**src/rtl/ped_req_pkg.sv**
```systemverilog
`default_nettype none
// +----------------------------------------------------------------------------+
// | ped_req_pkg                                                                |
// | Shared state encoding and width helpers for the pedestrian request block. |
// | Revision: 1.0                                                              |
// +----------------------------------------------------------------------------+
package ped_req_pkg;

  typedef enum logic [2:0] {
    IDLE     = 3'd0,
    DEBOUNCE = 3'd1,
    REQ      = 3'd2,
    WAIT_ACK = 3'd3,
    LOCKOUT  = 3'd4
  } state_t;

  localparam int c_STATS_W = 8;

  // Width needed to hold the values 0..val inclusive.
  function automatic int cnt_w(input int val);
    return $clog2(val + 1);
  endfunction

endpackage
`default_nettype wire

```
**src/rtl/ped_req_if.sv**
```systemverilog
`default_nettype none
// +----------------------------------------------------------------------------+
// | ped_req_if                                                                 |
// | Button/light inputs and request/lamp outputs of ped_request_gen.          |
// | PED_REQ_STATS_EN adds the req_cnt / to_cnt statistics outputs.            |
// | Revision: 1.0                                                              |
// +----------------------------------------------------------------------------+
interface ped_req_if;

  logic btn;
  logic J;
  logic P;
  logic C;
  logic N;
  logic wait_lamp;
  logic err;
  logic busy;

`ifdef PED_REQ_STATS_EN
  logic [ped_req_pkg::c_STATS_W-1:0] req_cnt;
  logic [ped_req_pkg::c_STATS_W-1:0] to_cnt;

  modport master (
    input  btn, J, P, C,
    output N, wait_lamp, err, busy, req_cnt, to_cnt
  );
  modport slave (
    output btn, J, P, C,
    input  N, wait_lamp, err, busy, req_cnt, to_cnt
  );
`else
  modport master (
    input  btn, J, P, C,
    output N, wait_lamp, err, busy
  );
  modport slave (
    output btn, J, P, C,
    input  N, wait_lamp, err, busy
  );
`endif

endinterface
`default_nettype wire

```
**src/rtl/sec_tick_gen.sv**
```systemverilog
`default_nettype none
// +----------------------------------------------------------------------------+
// | sec_tick_gen                                                               |
// | Prescaler: one-cycle tick every UCY cycles, restartable via clr.          |
// | Revision: 1.0                                                              |
// +----------------------------------------------------------------------------+
module sec_tick_gen #(
  parameter int UCY = 1000
) (
  input  logic clk,
  input  logic rst,
  input  logic clr,
  output logic tick
);

  localparam int             c_W    = $clog2(UCY);
  localparam logic [c_W-1:0] c_LAST = c_W'(UCY - 1);

  logic [c_W-1:0] r_cnt;

  assign tick = (r_cnt == c_LAST) && !clr;

  always_ff @(posedge clk) begin
    if (rst || clr || (r_cnt == c_LAST)) begin
      r_cnt <= '0;
    end else begin
      r_cnt <= r_cnt + 1'b1;
    end
  end

endmodule
`default_nettype wire

```
**src/rtl/ped_request_gen.sv**
```systemverilog
`default_nettype none
// +----------------------------------------------------------------------------+
// | ped_request_gen                                                            |
// | Debounced push-button to N request pulse, ack watch, timeout and lockout. |
// | Optional macro PED_REQ_STATS_EN: request / timeout saturating counters.   |
// | Revision: 1.0                                                              |
// +----------------------------------------------------------------------------+
module ped_request_gen
  import ped_req_pkg::*;
#(
  parameter int UCY        = 1000,
  parameter int DB_CYC     = 20,
  parameter int N_CYC      = 2,
  parameter int LOCK_SEC   = 3,
  parameter int ACK_TO_SEC = 20
) (
  input  logic      clk,
  input  logic      rst,
  ped_req_if.master bus
);

  localparam int c_DB_W  = cnt_w(DB_CYC);
  localparam int c_N_W   = cnt_w(N_CYC);
  localparam int c_SEC_W = cnt_w((ACK_TO_SEC > LOCK_SEC) ? ACK_TO_SEC : LOCK_SEC);

  localparam logic [c_DB_W-1:0]  c_DB_ONE  = c_DB_W'(1);
  localparam logic [c_DB_W-1:0]  c_DB_FULL = c_DB_W'(DB_CYC);
  localparam logic [c_N_W-1:0]   c_N_ONE   = c_N_W'(1);
  localparam logic [c_N_W-1:0]   c_N_FULL  = c_N_W'(N_CYC);
  localparam logic [c_SEC_W-1:0] c_TO_LAST = c_SEC_W'(ACK_TO_SEC - 1);
  localparam logic [c_SEC_W-1:0] c_LK_LAST = c_SEC_W'(LOCK_SEC - 1);

  state_t              r_state;
  state_t              w_state_next;
  logic                r_sync1;
  logic                r_btn_s;
  logic                r_armed;
  logic [c_DB_W-1:0]   r_db_cnt;
  logic [c_N_W-1:0]    r_n_cnt;
  logic [c_SEC_W-1:0]  r_sec_cnt;
  logic [2:0]          r_snap;
  logic                r_ack_seen;
  logic                r_n;
  logic                r_wait;
  logic                r_err;
  logic                r_busy;
  logic                w_ack;
  logic                w_accept;
  logic                w_timeout;
  logic                w_tick;
  logic                w_clr;

  assign w_ack = ({bus.J, bus.P, bus.C} != r_snap);

  // Restart the prescaler on the ack/REQ-end paths into WAIT_ACK/LOCKOUT. The
  // timeout path needs no clr: the prescaler wraps to 0 on that tick anyway,
  // and keeping tick out of clr avoids a combinational loop.
  assign w_clr = ((r_state == REQ) && (r_n_cnt == c_N_FULL)) ||
                 ((r_state == WAIT_ACK) && w_ack);

  sec_tick_gen #(
    .UCY (UCY)
  ) u_sec_tick (
    .clk  (clk),
    .rst  (rst),
    .clr  (w_clr),
    .tick (w_tick)
  );

  always_comb begin
    w_state_next = r_state;
    w_accept     = 1'b0;
    w_timeout    = 1'b0;
    unique case (r_state)
      IDLE: begin
        if (r_btn_s && r_armed) w_state_next = DEBOUNCE;
      end
      DEBOUNCE: begin
        if (!r_btn_s) begin
          w_state_next = IDLE;
        end else if (r_db_cnt == c_DB_FULL) begin
          w_state_next = REQ;
          w_accept     = 1'b1;
        end
      end
      REQ: begin
        if (r_n_cnt == c_N_FULL) w_state_next = (r_ack_seen || w_ack) ? LOCKOUT : WAIT_ACK;
      end
      WAIT_ACK: begin
        if (w_ack) begin
          w_state_next = LOCKOUT;
        end else if (w_tick && (r_sec_cnt == c_TO_LAST)) begin
          w_state_next = LOCKOUT;
          w_timeout    = 1'b1;
        end
      end
      LOCKOUT: begin
        if (w_tick && (r_sec_cnt == c_LK_LAST)) w_state_next = IDLE;
      end
      default: w_state_next = IDLE;
    endcase
  end

  always_ff @(posedge clk) begin
    if (rst) begin
      r_state    <= IDLE;
      r_sync1    <= 1'b0;
      r_btn_s    <= 1'b0;
      r_armed    <= 1'b1;
      r_db_cnt   <= '0;
      r_n_cnt    <= '0;
      r_sec_cnt  <= '0;
      r_snap     <= '0;
      r_ack_seen <= 1'b0;
      r_n        <= 1'b0;
      r_wait     <= 1'b0;
      r_err      <= 1'b0;
      r_busy     <= 1'b0;
    end else begin
      r_sync1 <= bus.btn;
      r_btn_s <= r_sync1;
      r_state <= w_state_next;
      r_n     <= (w_state_next == REQ);
      r_wait  <= (w_state_next == REQ) || (w_state_next == WAIT_ACK);
      r_busy  <= (w_state_next != IDLE);
      if (w_timeout) r_err <= 1'b1;
      if (w_accept) begin
        r_armed <= 1'b0;
        r_snap  <= {bus.J, bus.P, bus.C};
      end else if ((r_state == IDLE) && !r_btn_s) begin
        r_armed <= 1'b1;
      end
      // Every counter restarts on state entry, so none can wrap.
      if (w_state_next != r_state) begin
        r_db_cnt   <= (w_state_next == DEBOUNCE) ? c_DB_ONE : '0;
        r_n_cnt    <= (w_state_next == REQ) ? c_N_ONE : '0;
        r_sec_cnt  <= '0;
        r_ack_seen <= 1'b0;
      end else begin
        if (r_state == DEBOUNCE) r_db_cnt <= r_db_cnt + 1'b1;
        if (r_state == REQ) begin
          r_n_cnt <= r_n_cnt + 1'b1;
          if (w_ack) r_ack_seen <= 1'b1;
        end
        if (w_tick && ((r_state == WAIT_ACK) || (r_state == LOCKOUT))) begin
          r_sec_cnt <= r_sec_cnt + 1'b1;
        end
      end
    end
  end

  assign bus.N         = r_n;
  assign bus.wait_lamp = r_wait;
  assign bus.err       = r_err;
  assign bus.busy      = r_busy;

`ifdef PED_REQ_STATS_EN
  logic [c_STATS_W-1:0] r_req_cnt;
  logic [c_STATS_W-1:0] r_to_cnt;

  always_ff @(posedge clk) begin
    if (rst) begin
      r_req_cnt <= '0;
      r_to_cnt  <= '0;
    end else begin
      if (w_accept && (r_req_cnt != '1)) r_req_cnt <= r_req_cnt + 1'b1;
      if (w_timeout && (r_to_cnt != '1)) r_to_cnt <= r_to_cnt + 1'b1;
    end
  end

  assign bus.req_cnt = r_req_cnt;
  assign bus.to_cnt  = r_to_cnt;
`endif

endmodule
`default_nettype wire
```
**src/flat_wrapper.sv**
```systemverilog
// flat-port wrapper written by rule: the top's interface ports become plain ports
module ped_request_gen_flat import ped_req_pkg::*;
#(
  parameter int UCY        = 1000,
  parameter int DB_CYC     = 20,
  parameter int N_CYC      = 2,
  parameter int LOCK_SEC   = 3,
  parameter int ACK_TO_SEC = 20
)
  (clk, rst, bus_btn, bus_J, bus_P, bus_C, bus_N, bus_wait_lamp, bus_err, bus_busy);
  ped_req_if bus_i ();
  input  logic clk;
  input  logic rst;
  input wire logic [$bits(bus_i.btn)-1:0] bus_btn;
  input wire logic [$bits(bus_i.J)-1:0] bus_J;
  input wire logic [$bits(bus_i.P)-1:0] bus_P;
  input wire logic [$bits(bus_i.C)-1:0] bus_C;
  output wire logic [$bits(bus_i.N)-1:0] bus_N;
  output wire logic [$bits(bus_i.wait_lamp)-1:0] bus_wait_lamp;
  output wire logic [$bits(bus_i.err)-1:0] bus_err;
  output wire logic [$bits(bus_i.busy)-1:0] bus_busy;
  assign bus_i.btn = bus_btn;
  assign bus_i.J = bus_J;
  assign bus_i.P = bus_P;
  assign bus_i.C = bus_C;
  assign bus_N = bus_i.N;
  assign bus_wait_lamp = bus_i.wait_lamp;
  assign bus_err = bus_i.err;
  assign bus_busy = bus_i.busy;
  ped_request_gen #(.UCY(UCY), .DB_CYC(DB_CYC), .N_CYC(N_CYC), .LOCK_SEC(LOCK_SEC), .ACK_TO_SEC(ACK_TO_SEC)) u_core (.clk(clk), .rst(rst), .bus(bus_i));
endmodule
```
**config.mk**
```make
export PLATFORM = sky130hd
export DESIGN_NAME = ped_request_gen_flat
export DESIGN_NICKNAME = d
export VERILOG_FILES = /design/src/rtl/ped_req_pkg.sv /design/src/rtl/ped_req_if.sv /design/src/rtl/sec_tick_gen.sv /design/src/rtl/ped_request_gen.sv /design/src/flat_wrapper.sv
export SDC_FILE = /design/constraint.sdc
export NUM_CORES = 1
export LEC_CHECK = 0
export ABC_AREA = 1
export BUFFER_PORTS_ARGS = -buffer_cell sky130_fd_sc_hd__buf_2
export CAP_MARGIN = 20
export CORE_MARGIN = 5
export CORE_UTILIZATION = 25
export DETAILED_ROUTE_END_ITERATION = 8
export GPL_ROUTABILITY_DRIVEN = 1
export SYNTH_ARGS = -nofsm -noshare
export SYNTH_HDL_FRONTEND = slang
export SYNTH_SLANG_ARGS = --single-unit
```
**constraint.sdc**
```tcl
create_clock -name clk -period 1.7 [get_ports clk]
set_input_delay 0.34 -clock clk [delete_from_list [all_inputs] [get_ports clk]]
set_output_delay 0.34 -clock clk [all_outputs]
set_load 0.01 [all_outputs]
```
==> metrics <==
status finished, violations left; failing checks setup timing; CTS root buffer clkbuf_8; first-pass GRT wire length 6368 microns; RSZ-0062 raised after global routing true; wire length per cell 9.476 microns; Int Power 1.191 mW; GRT Resource Usage Total 8.906%; Post-DP HPWL 2770 microns; Tmin final 1.750 ns; flop-to-flop setup slack -0.05 ns; TritonCTS Buffers 5; post-route cell area 2540 sq um; post-synthesis async set-or-reset flop share 0%; M2 GR Usage 15.01%; Worst-path clk slew 0.07 ns; hold_ws 0.2572 ns; switch share 22.95%; final setup fails 13; DP Worst Slack -0.2388 ns; total power 1.546 mW; syn_area_per_cell 7.698 sq um; Hold WC Path Type input pin to flop; Setup Skew 0.005255 ns; Max VDD drop 0.3783 mV; global route hottest layer met2; max_cap viols 0; vias in the first global route 1547; final std cells w/o fill 389; FF+latch count, synth 36; CTS Sinks 36; crit end category flop; syn_nets 242; CP max FO 7; Worst Hold End u_core.r_sync1; leak pwr 1.126 nW; largest net degree at the start of global routing 11; Post-Syn Area 1770 sq um; Fin. Hold Viols 0; EDFF count, synth 0; ANT nets after route 0; drt initial violations 42; critical path startpoint u_core.r_state[1]; Unique masters post-synth 34; critical path data required time 1.87 ns; power share of the sequential group 56.1%; Ys Warns 0; fin nets 306; Pins Over Slew Limit 0; Final Cycle Share 102.9%; initial antenna violation count 0; drt via density 4.108; NetSw 0.3547 mW; Multi-input gate area 1050 sq um; drc violations 0; die height 94.16 microns; R2R Path Start u_core.r_state[1]; CTS max path bufs 2; Ports 10; most common cell after layout, fill and taps aside buf_4; Pwr Density 608.5 nW/um^2; FF-to-FF End u_core.r_n_cnt[1]; proportion of layout cells with a drive suffix above 1 40.96%; Ant. Diodes 0; CTS tree yes; Seq. cell area 734.5 sq um; Synth Instances 230; Slew HR 82.19%; hold_sp bus_btn; CP arrival 1.92 ns; met3 capacity usage during global routing 2.404%; num rows 30; final worst slack -0.04962 ns; Clock Latency Late Sink 0.28 ns; startpoint types flop; hold depth 3; sequential area share after synthesis 40.71%; drt pass-1 iters 4; Setup CP Type flop to flop; Slew @ Worst Pin 0.2597 ns; TNS Setup -0.4153 ns; placed inst area 2267 sq um; commonest non-fill, non-tap cells in the layout buf_4, nor2_1, dfxtp_1; Core ar. 6832 sq um; # port buffers 9; final core occ 37.18%; Cells after DPL 374; RePlAce Congestion 0.7802; chip width 94.16 microns; H-tree Lvls 2; R2R depth 13; grt ovf 0; combinational share of power 8.5%; filler cell count 715; Area Growth Syn to Fin 43.46%; initial core utilization 25.92%; routed wire length 3686 microns; clock power share 35.4%; grt met1 use 10.84%; Main synth FF type dfxtp_1; maximum clock frequency 571.6 MHz; die area 8865 sq um; via count 1598
## cell families (layout without fill, tap and decap cells)
family	count (synthesis)	after routing	synth area share (%)
adders and majority gates	6	6	4.240
xor gates and xnor gates	11	11	5.442
muxes	1	1	0.5654
AOI/OAI and AO/OA	23	23	8.127
buffers and inverters	36	99	8.057
DFF	36	36	40.71
and+or+nand+nor	117	117	32.86
## final cells by class
type / instances / area share [%]
Multi-Input combinational cell: 158 / 41.33
Inverter: 35 / 5.468
Timing Repair Buffer: 58 / 16.70
Sequential cell: 36 / 28.92
Tap cell: 96 / 4.729
Clock buffer: 6 / 2.857
## power groups by stage
stage               clock network (mW)  registers [mW]  logic, mW
global placement                     0           0.886      0.111
CTS                              0.572           0.866      0.122
floorplan                            0           0.886     0.0650
detailed placement                   0           0.886      0.113
global route                     0.607           0.868      0.148
finish                           0.548           0.867      0.131
## worst max-delay path, stage by stage, from the launching register on
cell and delay [ns]:
dfxtp_4 0.36, buf_4 0.14, nor2_1 0.10, inv_1 0.07, nor2_1 0.10, clkinv_1 0.09, nor2_1 0.10, o21bai_1 0.15
o211ai_2 0.13, nand3_2 0.10, nor2_4 0.04, nand2_2 0.07, buf_6 0.15, nor2_2 0.04
## flip-flops by register name, summed over array words and instances (netlist names), 2 cells and up
register                 flops
u_core.r_db_cnt              5
u_core.r_n_cnt               2
u_core.r_sec_cnt             5
u_core.r_snap                3
u_core.r_state               3
u_core.u_sec_tick.r_cnt     10
## repair_timing
action	4_1_cts	5_1_grt
endpoints found under the setup margin	17	17
hold buffers	0	0
resized for setup	14	20
pin swaps	15	9
buffers inserted	5	4
## per-layer routing
layer / vias to the layer above / wire, microns / share of wire [%]
met5: - / 0 / 0
met4: 0 / 70 / 1.9
met3: 11 / 117 / 3.2
met2: 20 / 1836 / 50
met1: 710 / 1661 / 45
li1: 857 / - / -
## cells in the mapped netlist (3+ instances only)
library cell  instances  area share [%]
nor2_1               37             7.8
dfxtp_1              36              41
nand2_1              33             7.0
inv_1                30             6.4
nor2_2               11             3.9
nand3_1               9             2.5
xor2_1                9             4.5
nand4_1               7             2.5
o21ai_0               7             2.0
a21oi_1               6             1.7
ha_1                  6             4.2
nor3_1                5             1.4
a21oi_2               3             1.5
inv_2                 3            0.64
nor3b_1               3             1.3
## worst max-delay path by stage
stage	end	slack (ns)	cells after the start
final	u_core.r_n_cnt[1]	-0.05	13
after global routing	u_core.r_n_cnt[1]	-0.16	11
after CTS	u_core.r_n_cnt[1]	-0.02	13
after detailed placement	u_core.r_sec_cnt[1]	-0.24	14
after global placement	u_core.r_sec_cnt[1]	-0.17	12
after floorplan	u_core.r_n_cnt[1]	0.002	11
(Power assumes the default switching activity.)
